==> src/rtl/alu_seq_ctrl_pkg.sv <==
// Shared CPU constants: op/opext codes, 5-bit ALU opcodes, FSM states,
// decode classes, PSR flag indices and per-op flag-write masks.
// The alu uses the same constants, so keep encodings in sync with it.
package cpu_pkg;
  localparam logic [3:0] OP_RTYPE = 4'h0, OP_MEM = 4'h4;
  localparam logic [3:0] X_LOAD = 4'h0, X_STOR = 4'h4;
  localparam logic [3:0] C_AND = 4'h1, C_OR = 4'h2, C_XOR = 4'h3, C_ADD = 4'h5,
                         C_ADDU = 4'h6, C_ADDC = 4'h7, C_CMPU = 4'h8, C_SUB = 4'h9,
                         C_CMP = 4'hB, C_MOV = 4'hD, C_MUL = 4'hE;

  localparam logic [4:0] ALU_NOP = 5'd0, ALU_AND = 5'd1, ALU_OR = 5'd2, ALU_XOR = 5'd3,
                         ALU_ADD = 5'd5, ALU_ADDU = 5'd6, ALU_ADDC = 5'd7, ALU_CMPU = 5'd8,
                         ALU_SUB = 5'd9, ALU_CMP = 5'd11, ALU_MOV = 5'd13, ALU_MUL = 5'd14;

  localparam int FLAG_Z = 4, FLAG_C = 3, FLAG_F = 2, FLAG_N = 1, FLAG_L = 0;
  localparam logic [4:0] MASK_ARITH = 5'b01100;  // C,F
  localparam logic [4:0] MASK_CMP   = 5'b10011;  // Z,N,L
  localparam logic [4:0] MASK_NONE  = 5'b00000;

  typedef enum logic [2:0] {ST_FETCH, ST_DECODE, ST_EXEC, ST_MEM, ST_WB} state_e;
  typedef enum logic [2:0] {CLS_RTYPE, CLS_ITYPE, CLS_LOAD, CLS_STOR, CLS_ILLEGAL} cls_e;

  // ALU_NOP doubles as "no such operation"
  function automatic logic [4:0] alu_op_of(input logic [3:0] c);
    case (c)
      C_AND:  return ALU_AND;
      C_OR:   return ALU_OR;
      C_XOR:  return ALU_XOR;
      C_ADD:  return ALU_ADD;
      C_ADDU: return ALU_ADDU;
      C_ADDC: return ALU_ADDC;
      C_CMPU: return ALU_CMPU;
      C_SUB:  return ALU_SUB;
      C_CMP:  return ALU_CMP;
      C_MOV:  return ALU_MOV;
      C_MUL:  return ALU_MUL;
      default: return ALU_NOP;
    endcase
  endfunction

  function automatic logic [4:0] mask_of(input logic [3:0] c);
    case (c)
      C_ADD, C_ADDU, C_ADDC, C_SUB: return MASK_ARITH;
      C_CMP, C_CMPU:                return MASK_CMP;
      default:                      return MASK_NONE;
    endcase
  endfunction
endpackage

==> src/rtl/alu_seq_ctrl_if.sv <==
// Memory bus between the control FSM and instruction/data memory.
//   instr     : memory read data (captured into IR at fetch)
//   mem_ready : memory completes the current request this cycle
//   mem_req   : request strobe
//   mem_we    : store strobe
//   addr_sel  : 0 = PC drives address, 1 = register read port A
interface alu_seq_ctrl_if;
  logic [15:0] instr;
  logic        mem_ready;
  logic        mem_req;
  logic        mem_we;
  logic        addr_sel;

  modport master (input instr, mem_ready, output mem_req, mem_we, addr_sel);
  modport slave  (output instr, mem_ready, input mem_req, mem_we, addr_sel);
endinterface

==> src/rtl/alu_seq_ctrl_decode.sv <==
// alu_seq_decode: combinational instruction decode.
//   ir         : instruction register
//   alu_opcode : ALU operation (ALU_NOP for memory/illegal)
//   imm        : zero/sign-extended imm8
//   alu_b_sel  : 1 for I-type (imm feeds ALU B)
//   flag_mask  : PSR bits this op is allowed to write
//   cls        : rtype/itype/load/stor/illegal
//   is_cmp     : CMP/CMPU/CMPI (no writeback)
module alu_seq_decode
  import cpu_pkg::*;
(
  input  logic [15:0] ir,
  output logic [4:0]  alu_opcode,
  output logic [15:0] imm,
  output logic        alu_b_sel,
  output logic [4:0]  flag_mask,
  output cls_e        cls,
  output logic        is_cmp
);
  logic [3:0] op, ext, code;
  logic [4:0] aop;

  always_comb begin
    op         = ir[15:12];
    ext        = ir[7:4];
    // I-type ops reuse the R-type opext encodings in the op field
    code       = (op == OP_RTYPE) ? ext : op;
    aop        = alu_op_of(code);
    cls        = CLS_ILLEGAL;
    alu_opcode = ALU_NOP;
    alu_b_sel  = 1'b0;
    flag_mask  = MASK_NONE;
    is_cmp     = 1'b0;
    if (op == OP_MEM) begin
      if (ext == X_LOAD)      cls = CLS_LOAD;
      else if (ext == X_STOR) cls = CLS_STOR;
    end else if (aop != ALU_NOP && !(op != OP_RTYPE && code == C_CMPU)) begin
      cls        = (op == OP_RTYPE) ? CLS_RTYPE : CLS_ITYPE;
      alu_opcode = aop;
      alu_b_sel  = (op != OP_RTYPE);
      flag_mask  = mask_of(code);
      is_cmp     = (code == C_CMP) || (code == C_CMPU);
    end
    case (op)
      C_AND, C_OR, C_XOR, C_ADDU, C_MOV: imm = {8'h00, ir[7:0]};
      default:                           imm = {{8{ir[7]}}, ir[7:0]};
    endcase
  end
endmodule

==> src/rtl/alu_seq_ctrl.sv <==
// alu_seq_ctrl: multi-cycle control FSM for the 16-bit datapath.
// FETCH -> DECODE -> EXEC/MEM -> WB -> FETCH, one instruction in flight.
// Owns IR and the PSR flags {Z,C,F,N,L}.
// Ports: clk, rst_n (async low); bus (memory, master modport);
//   alu_flags in; pc_inc, ir, alu_opcode, alu_b_sel, imm, carry_in,
//   rf_ra/rf_rb/rf_wa, rf_we, wb_sel, flags_q, illegal out.
// Option: `define MULTICYCLE_MUL_EN holds MUL/MULI in EXEC for MUL_CYCLES.
module alu_seq_ctrl
  import cpu_pkg::*;
#(
  parameter int MUL_CYCLES = 3
) (
  input  logic                  clk,
  input  logic                  rst_n,
  alu_seq_ctrl_if.master        bus,
  input  logic [4:0]            alu_flags,
  output logic                  pc_inc,
  output logic [15:0]           ir,
  output logic [4:0]            alu_opcode,
  output logic                  alu_b_sel,
  output logic [15:0]           imm,
  output logic                  carry_in,
  output logic [3:0]            rf_ra,
  output logic [3:0]            rf_rb,
  output logic [3:0]            rf_wa,
  output logic                  rf_we,
  output logic                  wb_sel,
  output logic [4:0]            flags_q,
  output logic                  illegal
);
  if (MUL_CYCLES < 1 || MUL_CYCLES > 15) begin : g_bad_mul_cycles
    $error("MUL_CYCLES must be 1..15");
  end

  state_e      state_q, state_d;
  logic [15:0] ir_q, ir_d;
  logic [4:0]  flags_d, flag_mask;
  cls_e        cls;
  logic        is_cmp, is_mem, exec_done;
  logic        mem_req_o, mem_we_o, addr_sel_o;

  alu_seq_decode u_dec (
    .ir         (ir_q),
    .alu_opcode (alu_opcode),
    .imm        (imm),
    .alu_b_sel  (alu_b_sel),
    .flag_mask  (flag_mask),
    .cls        (cls),
    .is_cmp     (is_cmp)
  );

  assign is_mem = (cls == CLS_LOAD) || (cls == CLS_STOR);
  // Memory ops address through port A, so it carries Rsrc and port B
  // carries the store data register Rdest.
  assign rf_ra    = is_mem ? ir_q[3:0]  : ir_q[11:8];
  assign rf_rb    = is_mem ? ir_q[11:8] : ir_q[3:0];
  assign rf_wa    = ir_q[11:8];
  assign ir       = ir_q;
  assign carry_in = flags_q[FLAG_C];
  assign bus.mem_req  = mem_req_o;
  assign bus.mem_we   = mem_we_o;
  assign bus.addr_sel = addr_sel_o;

`ifdef MULTICYCLE_MUL_EN
  localparam logic [3:0] MUL_LAST = 4'(MUL_CYCLES - 1);
  logic [3:0] mul_cnt_q, mul_cnt_d;

  always_comb begin
    mul_cnt_d = '0;
    exec_done = 1'b1;
    if (state_q == ST_EXEC && alu_opcode == ALU_MUL && mul_cnt_q != MUL_LAST) begin
      mul_cnt_d = mul_cnt_q + 4'd1;
      exec_done = 1'b0;
    end
  end

  always_ff @(posedge clk or negedge rst_n)
    if (!rst_n) mul_cnt_q <= '0;
    else        mul_cnt_q <= mul_cnt_d;
`else
  assign exec_done = 1'b1;
`endif

  always_comb begin
    state_d    = state_q;
    ir_d       = ir_q;
    flags_d    = flags_q;
    mem_req_o  = 1'b0;
    mem_we_o   = 1'b0;
    addr_sel_o = 1'b0;
    pc_inc     = 1'b0;
    rf_we      = 1'b0;
    wb_sel     = 1'b0;
    illegal    = 1'b0;
    case (state_q)
      ST_FETCH: begin
        mem_req_o = 1'b1;
        if (bus.mem_ready) begin
          ir_d    = bus.instr;
          // Mealy pulse; masked so it stays low while reset is held
          pc_inc  = rst_n;
          state_d = ST_DECODE;
        end
      end
      ST_DECODE: begin
        if (cls == CLS_ILLEGAL) begin
          illegal = 1'b1;
          state_d = ST_FETCH;
        end else if (is_mem) state_d = ST_MEM;
        else                 state_d = ST_EXEC;
      end
      ST_EXEC: begin
        if (exec_done) begin
          flags_d = (flags_q & ~flag_mask) | (alu_flags & flag_mask);
          state_d = is_cmp ? ST_FETCH : ST_WB;
        end
      end
      ST_MEM: begin
        mem_req_o  = 1'b1;
        addr_sel_o = 1'b1;
        mem_we_o   = (cls == CLS_STOR);
        if (bus.mem_ready) state_d = (cls == CLS_LOAD) ? ST_WB : ST_FETCH;
      end
      ST_WB: begin
        rf_we   = 1'b1;
        wb_sel  = (cls == CLS_LOAD);
        state_d = ST_FETCH;
      end
      default: state_d = ST_FETCH;
    endcase
  end

  always_ff @(posedge clk or negedge rst_n) begin
    if (!rst_n) begin
      state_q <= ST_FETCH;
      ir_q    <= '0;
      flags_q <= '0;
    end else begin
      state_q <= state_d;
      ir_q    <= ir_d;
      flags_q <= flags_d;
    end
  end
endmodule

==> src/flat_wrapper.sv <==
// flat-port wrapper written by rule: the top's interface ports become plain ports
module alu_seq_ctrl_flat import cpu_pkg::*;
#(
  parameter int MUL_CYCLES = 3
)
  (clk, rst_n, alu_flags, pc_inc, ir, alu_opcode, alu_b_sel, imm, carry_in, rf_ra, rf_rb, rf_wa, rf_we, wb_sel, flags_q, illegal, bus_instr, bus_mem_ready, bus_mem_req, bus_mem_we, bus_addr_sel);
  alu_seq_ctrl_if bus_i ();
  input  logic clk;
  input  logic rst_n;
  input  logic [4:0] alu_flags;
  output logic pc_inc;
  output logic [15:0] ir;
  output logic [4:0] alu_opcode;
  output logic alu_b_sel;
  output logic [15:0] imm;
  output logic carry_in;
  output logic [3:0] rf_ra;
  output logic [3:0] rf_rb;
  output logic [3:0] rf_wa;
  output logic rf_we;
  output logic wb_sel;
  output logic [4:0] flags_q;
  output logic illegal;
  input wire logic [$bits(bus_i.instr)-1:0] bus_instr;
  input wire logic [$bits(bus_i.mem_ready)-1:0] bus_mem_ready;
  output wire logic [$bits(bus_i.mem_req)-1:0] bus_mem_req;
  output wire logic [$bits(bus_i.mem_we)-1:0] bus_mem_we;
  output wire logic [$bits(bus_i.addr_sel)-1:0] bus_addr_sel;
  assign bus_i.instr = bus_instr;
  assign bus_i.mem_ready = bus_mem_ready;
  assign bus_mem_req = bus_i.mem_req;
  assign bus_mem_we = bus_i.mem_we;
  assign bus_addr_sel = bus_i.addr_sel;
  alu_seq_ctrl #(.MUL_CYCLES(MUL_CYCLES)) u_core (.clk(clk), .rst_n(rst_n), .bus(bus_i), .alu_flags(alu_flags), .pc_inc(pc_inc), .ir(ir), .alu_opcode(alu_opcode), .alu_b_sel(alu_b_sel), .imm(imm), .carry_in(carry_in), .rf_ra(rf_ra), .rf_rb(rf_rb), .rf_wa(rf_wa), .rf_we(rf_we), .wb_sel(wb_sel), .flags_q(flags_q), .illegal(illegal));
endmodule
==> config.mk <==
export PLATFORM = sky130hd
export DESIGN_NAME = alu_seq_ctrl_flat
export DESIGN_NICKNAME = d
export VERILOG_FILES = /design/src/rtl/alu_seq_ctrl_pkg.sv /design/src/rtl/alu_seq_ctrl_if.sv /design/src/rtl/alu_seq_ctrl_decode.sv /design/src/rtl/alu_seq_ctrl.sv /design/src/flat_wrapper.sv
export SDC_FILE = /design/constraint.sdc
export NUM_CORES = 1
export LEC_CHECK = 0
export CAP_MARGIN = 0
export CORE_MARGIN = 1.5
export CORE_UTILIZATION = 56
export DETAILED_ROUTE_END_ITERATION = 8
export DONT_BUFFER_PORTS = 1
export PLACE_DENSITY = 0.82
export SLEW_MARGIN = 20
export SYNTH_ARGS = -nofsm -noshare
export SYNTH_HDL_FRONTEND = slang
export SYNTH_SLANG_ARGS = --single-unit
==> constraint.sdc <==
create_clock -name clk -period 6.47 [get_ports clk]
set_clock_uncertainty 0.1 [all_clocks]
set_input_delay 0.3235 -clock clk [delete_from_list [all_inputs] [get_ports clk]]
set_output_delay 0.3235 -clock clk [all_outputs]
set_load 0.005 [all_outputs]
# Word-level counts from Yosys, hierarchy flattened
# Memory sizes are Yosys's and may differ from the RTL's.
# Cells that the tools add are included.
# totals
reg_bits,24
rom_bits,64
in_bits,24
out_inout_bits,63
elab_cells,80
mem_count,1
# mem_list
memory,depth,word_bits,rd,rd_clocked_by_memory_dff,write_ports,line,source
(no name shown),16,4,1,0,0,alu_seq_ctrl_pkg.sv:25,case (c)
# classes
n_eq_ne,22
mux,34
bitwise_logic,4
n_reduce_logical,16
# ops
op,n
$mux 3,9
$eq 4x3->1 const B,6
$mux 5,4
$eq 4x4->1 const B,4
$mux 16,1
$mux 1,15
$eq 3x2->1 const B,4
$mux 4,3
$pmux 3 s4,1
$and 5x5->5,2
$pmux 5 s2,1
$eq 4x2->1 const B,2
$logic_not 4->1,2
$eq 3x3->1 const B,2
$not 5->5,1
$or 5x5->5,1
$reduce_bool 5->1,1
$reduce_or 5->1,1
$eq 4x1->1 const B,1
$ne 2x2->1 const B,2
$reduce_and 2->1,2
$reduce_bool 4->1,1
$reduce_or 2->1,2
$reduce_or 4->1,1
other kinds (5),7

# Depth between registers and ports, before layout
# depth
word_depth,13
depth_mapped,11
ltp_nobuf,10

# Cells and area by module
# A second synthesis with hierarchy kept.
# unflattened
hier_cells,173
hier_area_um2,1815.5
# modules_own_cells
module,n_inst,cells_per_inst,area_per_inst_um2,seq_area_each_um2
alu_seq_ctrl,1,89,1216.2,600.6
alu_seq_decode,1,84,599.3,0.0

# Least setup slack after synthesis
# Ideal clock, no wire load.
# synth_path
path_kind,flip-flop to flip-flop
startpoint,"register u_core.ir_q[14], in the netlist u_core.ir[14]"
endpoint,register (tool-made name)
setup_ps,127
t_arrival_ps,2410
t_required_ps,6243
slack_ps,3832
stages_incl_launch_ff,10
path_buffers,0
synth_period_minus_slack_ps,2638
cell_sequence,dfrtp_1 -> or4b_4 -> nand2_1 -> inv_1 -> ha_1 -> o21a_1 -> o21ai_0 -> nand4_1 -> or3b_1 -> mux2_1
# synth_lines
element,line,source
"start, declared",alu_seq_ctrl.sv:36,"logic [15:0] ir_q, ir_d;"
"start signal, assigned",alu_seq_ctrl.sv:140,ir_q <= ir_d;

# Worst setup path in the final report
# layout_path
startpoint,"register u_core.ir_q[15], in the netlist u_core.ir[15]"
endpoint,output port illegal
# layout_between
elab_chain_cells,11
elab_cells_between_ends,16
classes_between,eq/ne (3); mux (6); reduce/logical (6); memory (1)
# layout_lines
element,line,source
branches (longest 7 deep; another with $mem_v2 16x4),-,
$mux 3 *,alu_seq_ctrl_decode.sv:34,if (op == OP_MEM) begin
$eq 3x3->1 *,alu_seq_ctrl.sv:106,if (cls == CLS_ILLEGAL) begin
$mux 1 *,alu_seq_ctrl.sv:106,
$mux 1 *,alu_seq_ctrl.sv:95,case (state_q)
"end, declared",flat_wrapper.sv:23,output logic illegal;
# Mark *: on every way between the ends.

==> impl_metrics.ini <==
[logic_synthesis]
ys_seq_area_share_pct = 35.8
synth_edf_count = 0
yosysTopAreaCell = dfrtp_1
synth-main-ff-cell = dfrtp_1
synthXorXnorAreaFrac_pct = 1.04
syn_area_per_cell_um2 = 9.31
ys_async_sr_fraction_pct = 100
muxShareOfSynthArea_pct = 16.7
synthAdderAreaFrac_pct = 2.24
synth_top_family_by_area = simple AND/OR/NAND/NOR gates
synth_warnings = 0
synth_cell_types = 45
yosys.area_share.simple_pct = 17.2
synth.top_cell.area_share_pct = 35.8
ys_ff_latch = 24
synth_area_um2 = 1680
yosys-top-cells-area = dfrtp_1, mux2_2, buf_4, nor2_1, o21ai_0
synth_compound_area_share_pct = 13.0
syn_nets = 207
synth_cells = 180

[worst_setup_path]
start_kind = flop
cp.required_ns = 6.05
cp-end-kind = primary output
path_delay_family = compound AO/OA/AOI/OAI gates
reg2reg_depth = 9
arrival_ns = 3.11
crit_path_start = u_core.ir[15]$_DFFE_PN0P_
reg2reg_setup_slack_ns = 3.24
slowest_delay_ns = 0.81
r2r_start = u_core.ir[15]$_DFFE_PN0P_
crit_path_top_delay_cell = dfrtp_1
path_max_fanout = 22
crit_chain = nor2_1 -> a31oi_1 -> inv_1 -> ha_1 -> o2111a_1 -> a311oi_1 -> nand4_1 -> nand2b_1 -> and3_1
critPathKind = reg2out
path_buf_inv = 1

[power]
p_switching_w = 0.000443
swShare_pct = 49.9
p_leak_nw = 0.650
p_per_area_nw_per_um2 = 566
peakVddDrop_mv = 0.276
clock_power_share_pct = 7.0
pwr-share-seq_pct = 43.1
internal_power_w = 0.000445
combPwrFrac_pct = 49.9

[sta]
hold_viol_final = 0
slew_violations = 0
fin_ws_ns = 2.93
max_freq_mhz = 283
slew_headroom_pct = 44.9
worst_pin_slew_ns = 0.824
timing.setup.tns_ns = 0
fin_crit_sh_pct = 54.7
finalCriticalPeriod_ns = 3.54
rsz0062_at_grt = no
setup_violations = 0

[route]
routed-via-count = 1258
drtIter0Drc = 62
wirelength_um = 3640
routed_via_density = 6.76
ant_nets = 0
dr.pass1.iters = 6
wl_per_cell_um = 19.6
drc = 4

[min_path]
holdPathEnd = u_core.state_q[0]$_DFFE_PN0P_
holdPathStages = 1
hold_start = bus_mem_ready
hold_path.class = in2reg

[flow_run]
max_cap_viol_count = 0

[finish]
layout_common_cells = dfrtp_1, mux2_2, nor2_1
final_common_cell = dfrtp_1
fillers = 263
area_growth_pct = -6.42
drive_gt1_share_pct = 20.6
antenna_cells = 0
nets = 184

[floorplanning]
die_area_um2 = 3330
die_y_um = 57.7
coreArea_um2 = 2810
die_w_um = 57.7
io_pins = 87
fp-row-count = 19
start_util_pct = 59.8

[clock_network]
cts_sinks = 24
clkLatencyLatePin_ns = 0.30
clk_path_buf_depth = 2
tritoncts = built
clk_pin_slew_worst_paths_ns = 0.12
cts_resized = 0
root_buffer = clkbuf_4
htreeDepth = 1
cts_buffers = 3

[grt]
grt_max_degree = 25
overflow = 0
grt_pass1_vias = 1217
grt_util_all_layers_pct = 22.5
grt_pass1_wl_um = 5820
antenna_found_initial = 0

[status]
status = finished, violations left
violations = design-rule violations

[placement]
port_buffers = 0
gp_congestion = 0.836
place_ws_ns = 3.33
hpwl_um = 2710
==> cells by family after synthesis <==
family                   after synthesis
flip-flops                            24
AND/OR/NAND/NOR                       53
buffers and inverters                 40
AO/OA/AOI/OAI                         32
adder cells (fa/ha/maj)                3
other                                  1
XOR/XNOR                               2
multiplexers                          25
==> Yosys cell counts (2+ instances only) <==
library cell	number
a21oi_1	4
a31oi_1	4
and2_1	2
and3_1	2
buf_1	3
buf_2	2
buf_4	21
clkbuf_1	5
dfrtp_1	24
ha_1	3
inv_1	9
mux2_1	2
mux2_2	22
nand2_1	13
nand2b_1	3
nand4_1	4
nor2_1	15
nor3_1	4
nor4b_1	2
o21ai_0	11
==> per-layer routing <==
metal / track usage, % / up-vias / part of all wire [%]
li1: - / 564 / -
met1: 28.1 / 611 / 40
met2: 36.7 / 75 / 49
met3: 6.25 / 8 / 8.8
met4: 9.63 / 0 / 2.4
met5: 0 / - / 0
==> worst max path at each step <==
| stage | end | depth (start not counted) | slack (ns) |
|---|---|---|---|
| 4_1_cts | alu_opcode[3] | 9 | 2.97 |
| 3_3_place_gp | alu_opcode[3] | 9 | 3.37 |
| 5_1_grt | alu_opcode[3] | 9 | 2.65 |
| 6_report | illegal | 9 | 2.93 |
| 2_1_floorplan | flop | 9 | 3.83 |
| 3_5_place_dp | flop | 9 | 3.33 |
==> stage by stage <==
stage	util (%)	cells	hold slack (ns)	instance area (um2)	total power, W
after global routing	55.9	186	0.00420	1570	0.000966
after global placement	54.6	181	-0.0716	1530	0.000806
after detailed placement	54.6	181	-0.0716	1530	0.000821
after CTS	55.8	185	0.00779	1560	0.000890
final	55.9	186	0.0162	1570	0.000888
after floorplan	-	180	-0.0721	1680	0.000809
==> worst register-to-register path: stages (launching register included) <==
cell,delay (ns)
dfrtp_1,0.81
nor2_1,0.12
a31oi_1,0.34
inv_1,0.15
ha_1,0.27
o2111a_1,0.15
a311oi_1,0.37
nand4_1,0.21
or3b_1,0.26
mux2_1,0.34
==> final cells by class <==
| cell class | instances | area (um2) | area share [%] |
|---|---|---|---|
| flip-flops and latches | 24 | 601 | 38.3 |
| repair buffers | 3 | 22.5 | 1.44 |
| clock buffers | 3 | 22.5 | 1.44 |
| multi-input cells | 116 | 851 | 54.2 |
| inverters | 9 | 33.8 | 2.15 |
| well taps | 31 | 38.8 | 2.47 |
==> power groups by stage <==
| stage | registers, W | clock network, W | logic, W |
|---|---|---|---|
| 2_1_floorplan | 0.000297 | 0 | 0.000512 |
| 3_3_place_gp | 0.000381 | 0 | 0.000425 |
| 6_report | 0.000383 | 0.0000621 | 0.000443 |
| 3_5_place_dp | 0.000383 | 0 | 0.000438 |
| 4_1_cts | 0.000381 | 0.0000662 | 0.000443 |
| 5_1_grt | 0.000403 | 0.0000713 | 0.000492 |
==> repair_timing <==
item                                   CTS  global route
buffers inserted                         0             0
hold buffers                             1             1
endpoints found under the hold margin   24            24
No activity file was read; power rests on OpenSTA's default activity.
